File: config.mk
export PLATFORM = sky130hd
export DESIGN_NAME = uart_tx_8n1
export DESIGN_NICKNAME = d
export VERILOG_FILES = /design/src/rtl/uart_tx_8n1.sv
export SDC_FILE = /design/constraint.sdc
export NUM_CORES = 1
export LEC_CHECK = 0
export ABC_AREA = 1
export ABC_CLOCK_PERIOD_IN_PS = 1600
export BUFFER_PORTS_ARGS = -buffer_cell sky130_fd_sc_hd__buf_2
export CAP_MARGIN = 20
export CORE_MARGIN = 8
export CORE_UTILIZATION = 40
export DETAILED_ROUTE_END_ITERATION = 7
export PLACE_DENSITY = 0.59
export SYNTH_ARGS = -nofsm -noshare
export SYNTH_HDL_FRONTEND = slang
export SYNTH_SLANG_ARGS = --single-unit
File: constraint.sdc
create_clock -name clk -period 1.6 [get_ports clk]
set_clock_uncertainty 0.15 [all_clocks]
set_input_delay 0.32 -clock clk [delete_from_list [all_inputs] [get_ports clk]]
set_output_delay 0.32 -clock clk [all_outputs]
set_load 0.1 [all_outputs]
File: src/rtl/uart_tx_8n1.sv
// rtl/uart_tx_8n1.sv - 8N1 UART transmitter with valid/ready byte input and one-deep holding register
module uart_tx_8n1 #(
  parameter int CLKS_PER_BIT = 4,
  parameter int DATA_BITS    = 8
) (
  input  logic                 clk,
  input  logic                 rst_n,
  input  logic [DATA_BITS-1:0] in_data,
  input  logic                 in_valid,
  output logic                 in_ready,
  output logic                 txd,
  output logic                 busy,
  output logic                 tx_done
);
  localparam int BW = $clog2(CLKS_PER_BIT);
  localparam int IW = $clog2(DATA_BITS);

  typedef enum logic [1:0] {IDLE, START, DATA, STOP} state_t;

  state_t               state_q, state_d;
  logic [BW-1:0]        baud_q, baud_d;
  logic [IW-1:0]        bit_q, bit_d;
  logic [DATA_BITS-1:0] shift_q, shift_d;
  logic [DATA_BITS-1:0] hold_q, hold_d;
  logic                 hold_full_q, hold_full_d;
  logic                 txd_q, txd_d;
  logic                 busy_q, busy_d;
  logic                 tx_done_q, tx_done_d;
  logic                 accept, baud_last, bit_last;

  assign in_ready = !hold_full_q;
  assign txd      = txd_q;
  assign busy     = busy_q;
  assign tx_done  = tx_done_q;

  always_comb begin
    state_d     = state_q;
    baud_d      = baud_q;
    bit_d       = bit_q;
    shift_d     = shift_q;
    hold_d      = hold_q;
    hold_full_d = hold_full_q;
    accept      = in_valid && !hold_full_q;
    baud_last   = (baud_q == BW'(CLKS_PER_BIT - 1));
    bit_last    = (bit_q == IW'(DATA_BITS - 1));

    case (state_q)
      IDLE: begin
        if (hold_full_q) begin
          shift_d     = hold_q;
          hold_full_d = 1'b0;
          state_d     = START;
          baud_d      = '0;
        end else if (accept) begin
          shift_d = in_data;
          state_d = START;
          baud_d  = '0;
        end
      end
      START: begin
        if (baud_last) begin
          state_d = DATA;
          baud_d  = '0;
          bit_d   = '0;
        end else begin
          baud_d = baud_q + BW'(1);
        end
      end
      DATA: begin
        if (baud_last) begin
          baud_d  = '0;
          shift_d = shift_q >> 1;
          if (bit_last) begin
            state_d = STOP;
          end else begin
            bit_d = bit_q + IW'(1);
          end
        end else begin
          baud_d = baud_q + BW'(1);
        end
      end
      STOP: begin
        if (baud_last) begin
          baud_d = '0;
          if (hold_full_q) begin
            shift_d     = hold_q;
            hold_full_d = 1'b0;
            state_d     = START;
          end else begin
            state_d = IDLE;
          end
        end else begin
          baud_d = baud_q + BW'(1);
        end
      end
      default: state_d = IDLE;
    endcase

    // Accepts outside IDLE park in hold; this overrides the STOP-end handling above.
    if (accept && state_q != IDLE) begin
      hold_d      = in_data;
      hold_full_d = 1'b1;
    end

    txd_d     = (state_d == START) ? 1'b0 : (state_d == DATA) ? shift_d[0] : 1'b1;
    busy_d    = (state_d != IDLE);
    tx_done_d = (state_d == STOP) && (baud_d == BW'(CLKS_PER_BIT - 1));
  end

  always_ff @(posedge clk) begin
    if (!rst_n) begin
      state_q     <= IDLE;
      baud_q      <= '0;
      bit_q       <= '0;
      shift_q     <= '0;
      hold_q      <= '0;
      hold_full_q <= 1'b0;
      txd_q       <= 1'b1;
      busy_q      <= 1'b0;
      tx_done_q   <= 1'b0;
    end else begin
      state_q     <= state_d;
      baud_q      <= baud_d;
      bit_q       <= bit_d;
      shift_q     <= shift_d;
      hold_q      <= hold_d;
      hold_full_q <= hold_full_d;
      txd_q       <= txd_d;
      busy_q      <= busy_d;
      tx_done_q   <= tx_done_d;
    end
  end
endmodule
Yosys cells after proc, flatten, opt, wreduce, memory -nomap -nowiden
Index checks and enable logic that the tools add are counted.

Bitwise operators: 0. Reductions and logical operators: 14. $add $sub $neg: 2. Multipliers: 0. Muxes and demuxes: 27. Magnitude comparators: 0. Shift-type cells: 0. Equality and inequality tests: 16. Div/mod/pow operators: 0.

Operator list (number): $mux 8 (5); $pmux 8 s3 (1); $mux 2 (9); $eq 2x2->1 const B (6); $ne 2x2->1 const B (5); $mux 3 (3); $pmux 2 s4 (1); $ne 3x3->1 const B (2); $pmux 3 s2 (1); $reduce_bool 2->1 (3); $reduce_bool 3->1 (2); $mux 1 (5); $reduce_and 5->1 (1); $eq 2x1->1 const B (2); $pmux 2 s2 (1); $reduce_and 4->1 (1); $add 3x1->3 const B (1); $eq 3x3->1 const B (1); $logic_and 1x1->1 (3); $reduce_or 3->1 (1); $add 2x1->2 const B (1); $logic_not 2->1 (1); $pmux 1 s2 (1); $reduce_and 2->1 (1); $logic_not 1->1 (1).

Register bits after elaboration: 27. Memory bits (writable): 0. Input port bits: 11. Bits in latches: 0. Memories kept: 0. Logic and storage cells: 69. Memory bits (read-only): 0.

Longest topological paths before layout
Depth after elaboration: 8. Depth in mapped cells: 11.

Worst setup path after synthesis
OpenSTA, ideal clock, no wires.

Path type: reg-to-reg. From: register hold_full_q. To: register txd_q (netlist: txd). Slack: -0.097 ns. Cell stages (with the launch flop): 10. Data required time: 1.386 ns. Buffers on the path: 0. Arrival: 1.483 ns. Cell sequence: dfxtp_1 > inv_1 > nand3_1 > nand2_1 > nand2_1 > nand2_1 > nand2_1 > nand2_1 > nor2_1 > nor2_1.

Word-level cells in the longest chain between the ends: 8. Elaborated cells between the ends (all ways): 16. Those cells by class: eq/ne (2); mux (12); reduce/logical (2).

Ends and longest elaborated chain: from (decl) (line 25) `logic hold_full_q, hold_full_d;`; from (signal assigned) (line 127) `hold_full_q <= hold_full_d;`; $logic_not 1->1 (*); net in_ready (line 10) `output logic in_ready,`; $logic_and 1x1->1 (*) (line 43) `accept = in_valid && !hold_full_q;`; $mux 2 (line 54) `end else if (accept) begin`; $mux 2 (line 49) `if (hold_full_q) begin`; $pmux 2 s4 (line 47) `case (state_q)`; $eq 2x2->1 (line 105) `txd_d = (state_d == START) ? 1'b0 : (state_d == DATA) ? shift_d[0] : 1'b1;`; $mux 1 (line 105); $mux 1 (*) (line 105); to (signal assigned) (line 128) `txd_q <= txd_d;`; to (decl) (line 26) `logic txd_q, txd_d;`.

Mark *: on every way through the listed nets, which the timed path passes. The rest lies on a longest branch. The select of a mux whose other input is x is not followed. A chain may end at the register's enable or synchronous reset.

Worst setup path in the final report
From: register busy_q (netlist: busy). To: output port busy.

RTL lines: from (decl) (line 27) `logic busy_q, busy_d;`; from (signal assigned) (line 129) `busy_q <= busy_d;`; to (decl) (line 12) `output logic busy,`.

No word-level cell between the ends.

==> flow_metrics.py <==
metrics = {
    "clock_network": {
        "clkLatencyLatePin_ns": 0.33,
        "cts-root-buf": "clkbuf_4",
        "cts-buffers-inserted": 3,
        "h-tree-depth": 1,
        "cts_buffer_depth": 2,
        "clk_pin_slew_ns": 0.16,
        "tritoncts": "built",
        "clock_sinks": 27,
    },
    "layout": {
        "synthToLayoutAreaGrowth_pct": 19.0,
        "layout-drive-gt1-share_pct": 26.6,
        "stdcell_area_sq_um": 1580,
        "insertedDiodeCount": 0,
        "postLayoutCoreUtil_pct": 48.4,
        "num-nets-final": 222,
        "final_common_cell": "nand2_1",
        "layout_common_cells": "44 x nand2_1, 22 x dfxtp_1, 19 x inv_1, 19 x nor2_1, 18 x a21oi_1",
        "nFillCells": 351,
        "layout.cells.non_filler": 253,
    },
    "detailed_routing": {
        "top_layer": "met4",
        "dr_wl_met3_um": 134,
        "wirelength_um": 2940,
        "met1Wirelength_um": 1300,
        "vias": 1198,
        "route.met2.wl_um": 1480,
        "drtAntennaViolNets": 0,
        "drt_first_pass_iters": 4,
        "wire_per_inst_um": 11.6,
        "vias_per_cell": 4.74,
        "drtIter0Drc": 54,
        "drc": 0,
    },
    "placement": {
        "postPlaceCellArea_sq_um": 1500,
        "io_buffers": 14,
        "placed_cells": 248,
        "gp_congestion": 0.827,
        "dpl.hpwl_um": 2220,
        "pre_cts_slack_ns": 0.0179,
    },
    "timing": {
        "fmaxAchievable_ghz": 0.649,
        "setup_viol": 0,
        "fin_crit_ns": 1.54,
        "maxSlewViolCount": 0,
        "period_share_pct": 96.4,
        "hold_violations": 0,
        "max_slew_margin_pct": 67.8,
        "setup_ws_ns": 0.0584,
        "tightest_slew_ns": 0.486,
        "rsz0062_at_grt": "true",
    },
    "setup_path": {
        "slowest_delay_ns": 0.41,
        "required_ns": 1.13,
        "cp_max_fo": 1,
        "start_kind": "flop",
        "startpoint": "busy",
        "cp_num_cells": 1,
        "path_class": "reg2out",
        "crit_path_end_kind": "output port",
        "arrival_ns": 1.07,
        "worst-path-buf-inv": 1,
        "cp_top_family": "buffers and inverters",
        "reg2reg_depth": 9,
        "path_cells": "buf_2",
        "slowest_stage": "buf_2",
        "reg2reg_from": "baud_q[1]",
    },
    "synthesis": {
        "synth_edf_count": 0,
        "synth_flop_cell": "dfxtp_1",
        "seq_area_frac_synth_pct": 40.8,
        "synth_cell_types": 25,
        "synthArstFlopShare_pct": 0,
        "synth_area_sq_um": 1330,
        "synth_warnings": 0,
        "synthCells": 186,
        "avgSynthCellArea_sq_um": 7.13,
        "syn_nets": 200,
        "synth.ff_latch_count": 27,
    },
    "power_and_ir_drop": {
        "power_frac_clock_pct": 24.0,
        "internal_power_mw": 0.891,
        "p_per_area_nw_per_um2": 816,
        "p_seq_share_pct": 57.8,
        "swShare_pct": 30.8,
        "power_mw": 1.29,
        "p_leak_nw": 0.740,
        "switching_power_mw": 0.397,
        "vdd_drop_max_mv": 0.668,
        "p_comb_share_pct": 18.2,
    },
    "die": {
        "ioPinCount": 15,
        "core-area_sq_um": 3260,
        "fp-row-count": 21,
        "die_y_um": 73.6,
        "dieArea_sq_um": 5410,
        "start_util_pct": 40.7,
        "die_w_um": 73.6,
    },
    "global_routing": {
        "grt_pass1_vias": 1130,
        "grt.overflow.total": 0,
        "grt_first_pass_wirelength_um": 4940,
        "grt_max_degree": 17,
        "grt_use_total_pct": 11.6,
        "antenna_found_initial": 0,
    },
    "run": {
        "cap_violations": 0,
    },
    "min_path": {
        "hp-class": "in2reg",
        "min_path_cells": 3,
        "min_from": "in_data[4]",
    },
    "outcome": {
        "status": "finished clean",
    },
}
[per-stage QoR]
stage / TNS (ns) / hold slack [ns]
floorplan: -0.0261 / 0.285
global placement: 0 / 0.297
detailed placement: 0 / 0.302
CTS: 0 / 0.0577
global route: -0.000171 / 0.0596
finish: 0 / 0.0581
[power groups by stage]
| stage | logic, mW | clock network (mW) | registers (mW) |
|---|---|---|---|
| global placement | 0.227 | 0 | 0.754 |
| finish | 0.234 | 0.309 | 0.744 |
| global route | 0.262 | 0.343 | 0.749 |
| CTS | 0.232 | 0.316 | 0.740 |
| floorplan | 0.144 | 0 | 0.776 |
| detailed placement | 0.230 | 0 | 0.755 |
[flip-flops by register name (all words and copies together), names as in the netlist]
| register | flops |
|---|---|
| hold_q | 8 |
| shift_q | 8 |
| bit_q | 3 |
| baud_q | 2 |
| state_q | 2 |
| busy | 1 |
| hold_full_q | 1 |
| tx_done | 1 |
| txd | 1 |
[kinds of logic (layout without fill, tap and decap cells)]
group,count (synthesis),in the layout,synth area share [%]
and+or+nand+nor,84,84,30.3
adders and majority gates,3,3,2.83
AOI/OAI and AO/OA,43,43,17.1
buffers and inverters,29,50,9.06
DFF,27,27,40.8
[worst paths after layout]
check | endpoint | slack (ns)
max reg2reg | tx_done | 0.10
min | hold_q[4] | 0.06
min reg2reg | shift_q[3] | 0.33
max | busy | 0.06
[repair_timing]
item	in CTS	in global routing
gates resized for setup	1	10
pin swaps	0	1
setup buffers	0	1
hold buffers	0	0
setup endpoints to repair	1	14
[per-layer routing]
metal  vias up  track usage (%)
li1        635                -
met1       535             13.0
met2        26             21.0
met3         2             3.55
met4         0             2.00
met5         -                0
[layout make-up]
type	instances	area (sq um)	area share [%]
repair buffers	21	140	8.88
clock buffers	3	22.5	1.43
flip-flops and latches	27	549	34.8
clock inverters	1	6.26	0.397
inverters	25	100	6.34
well taps	46	57.6	3.65
multi-input cells	130	702	44.5
[synthesized netlist by cell type, types with 2 or more instances]
cell	count	area, sq um
nor2_1	19	71.3
a21oi_1	18	90.1
nand3_1	4	20.0
nand2_1	45	169
nor2_4	3	33.8
clkbuf_1	2	7.51
dfxtp_1	27	541
o21ai_1	4	20.0
inv_1	20	75.1
inv_2	4	15.0
ha_1	3	37.5
o21ai_0	17	85.1
nand2_2	6	37.5
a22oi_1	3	22.5
Note: power is estimated with default switching activity, not from simulation.
